===== src/rtl/ram_dq_pkg.sv =====
// ram_dq_pkg
//   Shared types and helpers for the ram_dq single-port RAM.
//   - regmode_e : output pipeline depth (NOREG = 1-cycle read, REG = 2-cycle read)
//   - wmode_e   : Q behaviour on a write cycle (NORMAL hold, WTHRU new data, RBW old data)
//   - helper functions map the string parameters to the enums and validate them.
package ram_dq_pkg;

    typedef enum logic {
        NOREG = 1'b0,
        REG   = 1'b1
    } regmode_e;

    typedef enum logic [1:0] {
        NORMAL = 2'd0,
        WTHRU  = 2'd1,
        RBW    = 2'd2
    } wmode_e;

    function automatic logic regmode_valid(input string s);
        return (s == "noreg") || (s == "reg");
    endfunction

    function automatic logic wmode_valid(input string s);
        return (s == "normal") || (s == "writethrough") || (s == "readbeforewrite");
    endfunction

    // Unknown strings fall back to the default encoding; the top module
    // rejects them at elaboration before this value can matter.
    function automatic regmode_e to_regmode(input string s);
        if (s == "reg") return REG;
        return NOREG;
    endfunction

    function automatic wmode_e to_wmode(input string s);
        if (s == "writethrough")    return WTHRU;
        if (s == "readbeforewrite") return RBW;
        return NORMAL;
    endfunction

endpackage


===== src/rtl/ram_dq_outreg.sv =====
// ram_dq_outreg
//   Optional second output stage of ram_dq (REGMODE = "reg").
// Ports:
//   Clock    in   rising-edge clock
//   Reset    in   synchronous active-high reset, clears the stage
//   ClockEn  in   global enable, 0 holds the stage
//   d        in   DATA_WIDTH  data from the first read stage
//   q        out  DATA_WIDTH  registered output
module ram_dq_outreg
    import ram_dq_pkg::*;
#(
    parameter int DATA_WIDTH = 32
) (
    input  logic                  Clock,
    input  logic                  Reset,
    input  logic                  ClockEn,
    input  logic [DATA_WIDTH-1:0] d,
    output logic [DATA_WIDTH-1:0] q
);

    always_ff @(posedge Clock) begin
        if (Reset) begin
            q <= '0;
        end else if (ClockEn) begin
            q <= d;
        end
    end

endmodule


===== src/rtl/ram_dq.sv =====
// ram_dq
//   Single-port synchronous RAM with one shared address bus and separate
//   data-in / data-out. Behavioural model of the vendor EBR single-port
//   primitive; used as the backing store of the stack blocks.
// Parameters (positional order): ADDR_DEPTH, ADDR_WIDTH, DATA_WIDTH, REGMODE, WRITE_MODE
//   REGMODE    "noreg" | "reg"
//   WRITE_MODE "normal" | "writethrough" | "readbeforewrite"
// Ports:
//   Clock    in   rising-edge clock
//   Reset    in   synchronous active-high; clears Q and the pipeline stage, not the array
//   ClockEn  in   global enable; 0 freezes the array and all output registers
//   WE       in   write enable
//   Address  in   ADDR_WIDTH  word address for read and write
//   Data     in   DATA_WIDTH  write data
//   Q        out  DATA_WIDTH  registered read data
// Build option:
//   RAM_DQ_ZERO_INIT_EN  when defined, every word starts at zero; otherwise
//                        contents are X until written.
module ram_dq
    import ram_dq_pkg::*;
#(
    parameter int    ADDR_DEPTH = 64,
    parameter int    ADDR_WIDTH = 6,
    parameter int    DATA_WIDTH = 32,
    parameter string REGMODE    = "noreg",
    parameter string WRITE_MODE = "normal"
) (
    input  logic                  Clock,
    input  logic                  Reset,
    input  logic                  ClockEn,
    input  logic                  WE,
    input  logic [ADDR_WIDTH-1:0] Address,
    input  logic [DATA_WIDTH-1:0] Data,
    output logic [DATA_WIDTH-1:0] Q
);

    localparam regmode_e RM    = to_regmode(REGMODE);
    localparam wmode_e   WM    = to_wmode(WRITE_MODE);
    localparam int       IDX_W = (ADDR_DEPTH > 1) ? $clog2(ADDR_DEPTH) : 1;

    generate
        if (!regmode_valid(REGMODE)) begin : g_bad_regmode
            $fatal(1, "ram_dq: illegal REGMODE string");
        end
        if (!wmode_valid(WRITE_MODE)) begin : g_bad_wmode
            $fatal(1, "ram_dq: illegal WRITE_MODE string");
        end
        if (ADDR_WIDTH < IDX_W) begin : g_bad_width
            $fatal(1, "ram_dq: ADDR_WIDTH too small for ADDR_DEPTH");
        end
    endgenerate

`ifdef RAM_DQ_ZERO_INIT_EN
    logic [DATA_WIDTH-1:0] mem [ADDR_DEPTH] = '{default: '0};
`else
    logic [DATA_WIDTH-1:0] mem [ADDR_DEPTH];
`endif

    logic                  in_range;
    logic [IDX_W-1:0]      idx;
    logic [DATA_WIDTH-1:0] rd_word;
    logic [DATA_WIDTH-1:0] q_core;

    // Depth need not be a power of two, so the full address is range-checked;
    // out-of-range accesses never alias onto a real word.
    assign in_range = (int'(Address) < ADDR_DEPTH);
    assign idx      = Address[IDX_W-1:0];
    assign rd_word  = in_range ? mem[idx] : '0;

    // Array kept free of reset so it maps onto block RAM; a write that
    // coincides with Reset is dropped here rather than by a reset branch.
    always_ff @(posedge Clock) begin
        if (!Reset && ClockEn && WE && in_range) begin
            mem[idx] <= Data;
        end
    end

    // First read stage. rd_word is sampled before the array NBA lands,
    // which is what gives read-before-write its old-data result.
    always_ff @(posedge Clock) begin
        if (Reset) begin
            q_core <= '0;
        end else if (ClockEn) begin
            if (WE) begin
                if (WM == WTHRU) begin
                    q_core <= Data;
                end else if (WM == RBW) begin
                    q_core <= rd_word;
                end
            end else begin
                q_core <= rd_word;
            end
        end
    end

    generate
        if (RM == REG) begin : g_outreg
            ram_dq_outreg #(
                .DATA_WIDTH(DATA_WIDTH)
            ) u_outreg (
                .Clock  (Clock),
                .Reset  (Reset),
                .ClockEn(ClockEn),
                .d      (q_core),
                .q      (Q)
            );
        end else begin : g_noreg
            assign Q = q_core;
        end
    endgenerate

endmodule


===== config.mk =====
export PLATFORM = sky130hd
export DESIGN_NAME = ram_dq
export DESIGN_NICKNAME = d
export VERILOG_FILES = /design/src/rtl/ram_dq_pkg.sv /design/src/rtl/ram_dq_outreg.sv /design/src/rtl/ram_dq.sv
export SDC_FILE = /design/constraint.sdc
export NUM_CORES = 2
export LEC_CHECK = 0
export ABC_AREA = 1
export CAP_MARGIN = 10
export CORE_ASPECT_RATIO = 1.25
export CORE_MARGIN = 2
export CORE_UTILIZATION = 61
export CTS_CLUSTER_SIZE = 24
export DETAILED_ROUTE_END_ITERATION = 7
export PLACE_DENSITY = 0.88
export SLEW_MARGIN = 0
export SYNTH_ARGS = -nofsm -noshare
export SYNTH_HDL_FRONTEND = slang
export SYNTH_HIERARCHICAL = 1
export SYNTH_SLANG_ARGS = --single-unit

===== constraint.sdc =====
create_clock -name Clock -period 9.95 [get_ports Clock]
set_input_delay 1.99 -clock Clock [delete_from_list [all_inputs] [get_ports Clock]]
set_output_delay 1.99 -clock Clock [all_outputs]
set_load 0.01 [all_outputs]

==> results_tabular.tex <==
\begin{tabular}{lr}
\hline
Metric & Value \\
\hline
\multicolumn{2}{l}{\textbf{CTS}} \\
\quad Maximum level of the CTS H-tree & 4 \\
\quad Clock buffer depth & 3 \\
\quad Cells resized by post-CTS repair & 0 \\
\quad Clk\_lat worst skew & 840 ps \\
\quad Clock-pin slew on the worst setup and hold paths & 60 ps \\
\quad Setup bufs post-CTS & 0 \\
\quad Post-CTS Hold Fix Bufs & 0 \\
\quad Library cell used as clock root buffer & clkbuf\_16 \\
\quad Clock sink total & 2,080 \\
\quad CTS tree & yes \\
\quad Number of clock buffers inserted by TritonCTS & 185 \\
\multicolumn{2}{l}{\textbf{Job}} \\
\quad Max cap viols & 0 \\
\multicolumn{2}{l}{\textbf{Placement}} \\
\quad Instance area at placement & 89,500 um2 \\
\quad Sum of net half-perimeters after detailed placement & 129,000 um \\
\quad Final weighted congestion in routability-driven placement & 0.914 \\
\quad IO buf count & 73 \\
\quad Worst slack after detailed placement & 3870 ps \\
\multicolumn{2}{l}{\textbf{Synthesis}} \\
\quad Mean cell area of the mapped netlist & 10.2 um2 \\
\quad Leading cell types by total area after synthesis & edfxtp\_1 71\%, nand2\_1 24\%, buf\_2 1.4\% \\
\quad Number of storage elements in the synthesis netlist & 2,080 \\
\quad Area share of the largest cell type after synthesis & 70.5\% \\
\quad Most frequently used flop master after synthesis & edfxtp\_1 \\
\quad Area of the mapped netlist & 87,200 um2 \\
\quad Post-synth ARST share & 0\% \\
\quad Post-synthesis cell type with the largest combined area & edfxtp\_1 \\
\quad Number of distinct standard cells referenced by the synthesized netlist & 23 \\
\quad Gate Count Post-Synth & 8,581 \\
\quad Yosys Warn Count & 6 \\
\quad Post-synthesis sequential area ratio & 71.3\% \\
\quad Number of enable-type register cells in the synthesized netlist & 2,048 \\
\quad Total nets after synthesis & 8,623 \\
\multicolumn{2}{l}{\textbf{Floorplanning}} \\
\quad Row count & 155 \\
\quad Width of the die & 342 um \\
\quad Total I/O pin count & 74 \\
\quad Die Footprint & 146,000 um2 \\
\quad Starting density of the core & 61.3\% \\
\quad Die height & 427 um \\
\quad Area of the core & 142,000 um2 \\
\multicolumn{2}{l}{\textbf{Timing}} \\
\quad Min cycle time layout & 5510 ps \\
\quad Final Setup Violations & 0 \\
\quad Tightest slew margin relative to the limit & 10.4\% \\
\quad Transition time at the pin with the least slew margin & 1340 ps \\
\quad Final number of hold-violating endpoints & 0 \\
\quad Pins Over Slew Limit & 0 \\
\quad Achievable clock frequency & 181 MHz \\
\quad Total negative setup slack & 0 ps \\
\quad Min setup slack post-route & 4440 ps \\
\quad Period Utilization, post-route & 55.4\% \\
\quad Worst clock skew on the final layout & 32.7 ps \\
\quad Setup repair after global routing missed its margin & no \\
\multicolumn{2}{l}{\textbf{GRT}} \\
\quad Wire length of the first global-routing pass & 360,000 um \\
\quad Maximum number of pins on one net before global-route repair & 220 \\
\quad Via count of the first global-routing pass & 62,851 \\
\quad Initial antenna violation count & 11 \\
\quad Remaining global-route overflow & 0 \\
\quad Overall routing resource usage & 32.9\% \\
\multicolumn{2}{l}{\textbf{Final layout}} \\
\quad Fraction of final layout cells with drive strength greater than 1 & 5.50\% \\
\quad Layout-stage area growth over the synthesis result & 9.35\% \\
\quad Register Area & 62,100 um2 \\
\quad Area of the multi-input gates & 23,200 um2 \\
\quad Final \#Nets & 8,561 \\
\quad Core Util, Final & 67.0\% \\
\quad Total of fill cells in the finished design & 9,328 \\
\quad Finished Cell Area & 95,400 um2 \\
\multicolumn{2}{l}{\textbf{Detailed routing}} \\
\quad Vias per cell & 6.00 \\
\quad Number of search-and-repair iterations in the first detailed-routing pass & 8 \\
\quad Detailed router's first-iteration violation count & 10,309 \\
\quad Final ANT Viol Nets & 0 \\
\quad Average routed wire per standard cell & 23.0 um \\
\quad Total Routed Length & 243,000 um \\
\quad Vias after detailed routing & 63,419 \\
\quad DR DRC count & 1 \\
\multicolumn{2}{l}{\textbf{Worst hold path}} \\
\quad Tightest Hold Check Type & reg2reg \\
\multicolumn{2}{l}{\textbf{Critical path}} \\
\quad Setup slack on the worst flop-to-flop path & 7720 ps \\
\quad Crit Reg-Reg Startpoint & mem[25][24] \\
\quad Critical Path Start & Address[3] \\
\quad Crit path capture & mem[41][2] \\
\quad Path depth of the worst reg2reg path & 12 \\
\quad Worst Path Max Fanout & 32 \\
\quad Critical path class & in2reg \\
\quad Critical R2R Capture & Q[24] \\
\quad Type of origin of the critical path & primary input \\
\quad Required @ worst endpoint & 10,390 ps \\
\quad Data arrival time of the worst path & 5960 ps \\
\quad CP Capture Type & flip-flop \\
\multicolumn{2}{l}{\textbf{Power}} \\
\quad Total power density per cell area & 187 nW/um2 \\
\quad Total power & 17.8 mW \\
\quad Peak ir drop on the vdd network & 0.200 mV \\
\quad Leak Pwr & 39.7 nW \\
\multicolumn{2}{l}{\textbf{Status}} \\
\quad Run status & finished with violations \\
\quad Violations in the final reports & DRC \\
\hline
\end{tabular}
==> logic make-up (layout without fill, tap and decap cells) <==
kind of cell	Yosys count	after routing	synth area share, %
buffers and inverters	512	605	2.80
flip-flops	2080	2080	71.3
AND/OR/NAND/NOR	5964	5964	25.8
other	0	5	0
AO/OA/AOI/OAI	25	25	0.164
==> layout make-up <==
type | count | area share, %
antenna | 5 | 0.0131
clock buffer | 248 | 5.30
clock inverter | 94 | 0.832
inverter | 84 | 0.363
multi-input combinational | 5989 | 24.3
sequential | 2080 | 65.2
tap | 1884 | 2.47
timing repair buffer | 179 | 1.57
==> cells in the final DEF, fill, tap and decap left out, types with 2 or more instances in the layout <==
cell	instances
a21oi_1	7
buf_12	8
buf_2	32
buf_4	97
buf_8	3
bufinv_16	13
clkbuf_1	50
clkbuf_16	190
clkbuf_8	8
clkdlybuf4s50_1	38
clkinv_1	39
clkinv_2	34
dfxtp_1	32
diode_2	5
edfxtp_1	2048
inv_1	77
inv_2	2
inv_6	8
inv_8	2
nand2_1	5681
nand3_1	56
nor2_1	149
nor2_4	69
nor3_2	3
o211ai_1	6
o21ai_0	6
o21ai_1	5
or2_1	2
or2_2	3
==> Yosys cell counts, types with 6 or more instances <==
cell         n
a21oi_1      7
buf_1       40
buf_2      236
buf_4       44
buf_6        8
clkbuf_1   100
dfxtp_1     32
edfxtp_1  2048
inv_1       78
nand2_1   5681
nand3_1     56
nor2_1     218
o211ai_1     6
o21ai_0      6
==> worst max-delay path, cell delays in order <==
cell and delay (ps):
clkdlybuf4s50_1 790, inv_1 290, nor2_4 810, clkinv_1 900
nor2_4 1130
==> per-stage QoR <==
step,hold slack (ps),std cells
after floorplan,536,8581
after global placement,564,10214
after detailed placement,557,10214
after CTS,569,10556
after global routing,618,10559
final,568,10563
==> worst min path at each step <==
stage	cells after the start	endpoint	slack, ps	startpoint
global route	4	Q[16]	620	Q[16]
floorplan	2	Q[31]	540	Q[31]
CTS	4	Q[16]	570	Q[16]
finish	4	Q[16]	570	Q[16]
global placement	4	Q[16]	560	Q[16]
detailed placement	4	Q[16]	560	Q[16]
==> layer usage <==
metal	GRT usage [%]	up-vias	share of wire [%]
met5	0	-	0.039
met4	21.7	8	7.1
met3	7.94	1174	14
met2	52.8	5350	47
met1	40.0	29375	32
li1	-	27512	-
==> power breakdown <==
group	total [mW]	internal, mW	leakage, nW	switching, mW
clock	7.05	3.90	2.88	3.15
combinational	1.12	0.247	18.2	0.876
sequential	9.67	9.64	18.7	0.0216
total	17.8	13.8	39.7	4.05
==> flip-flops by register name (all words and copies together), names as in the netlist <==
register / flops
mem: 2048
Q: 32
Power figures use the tool's default switching activity.
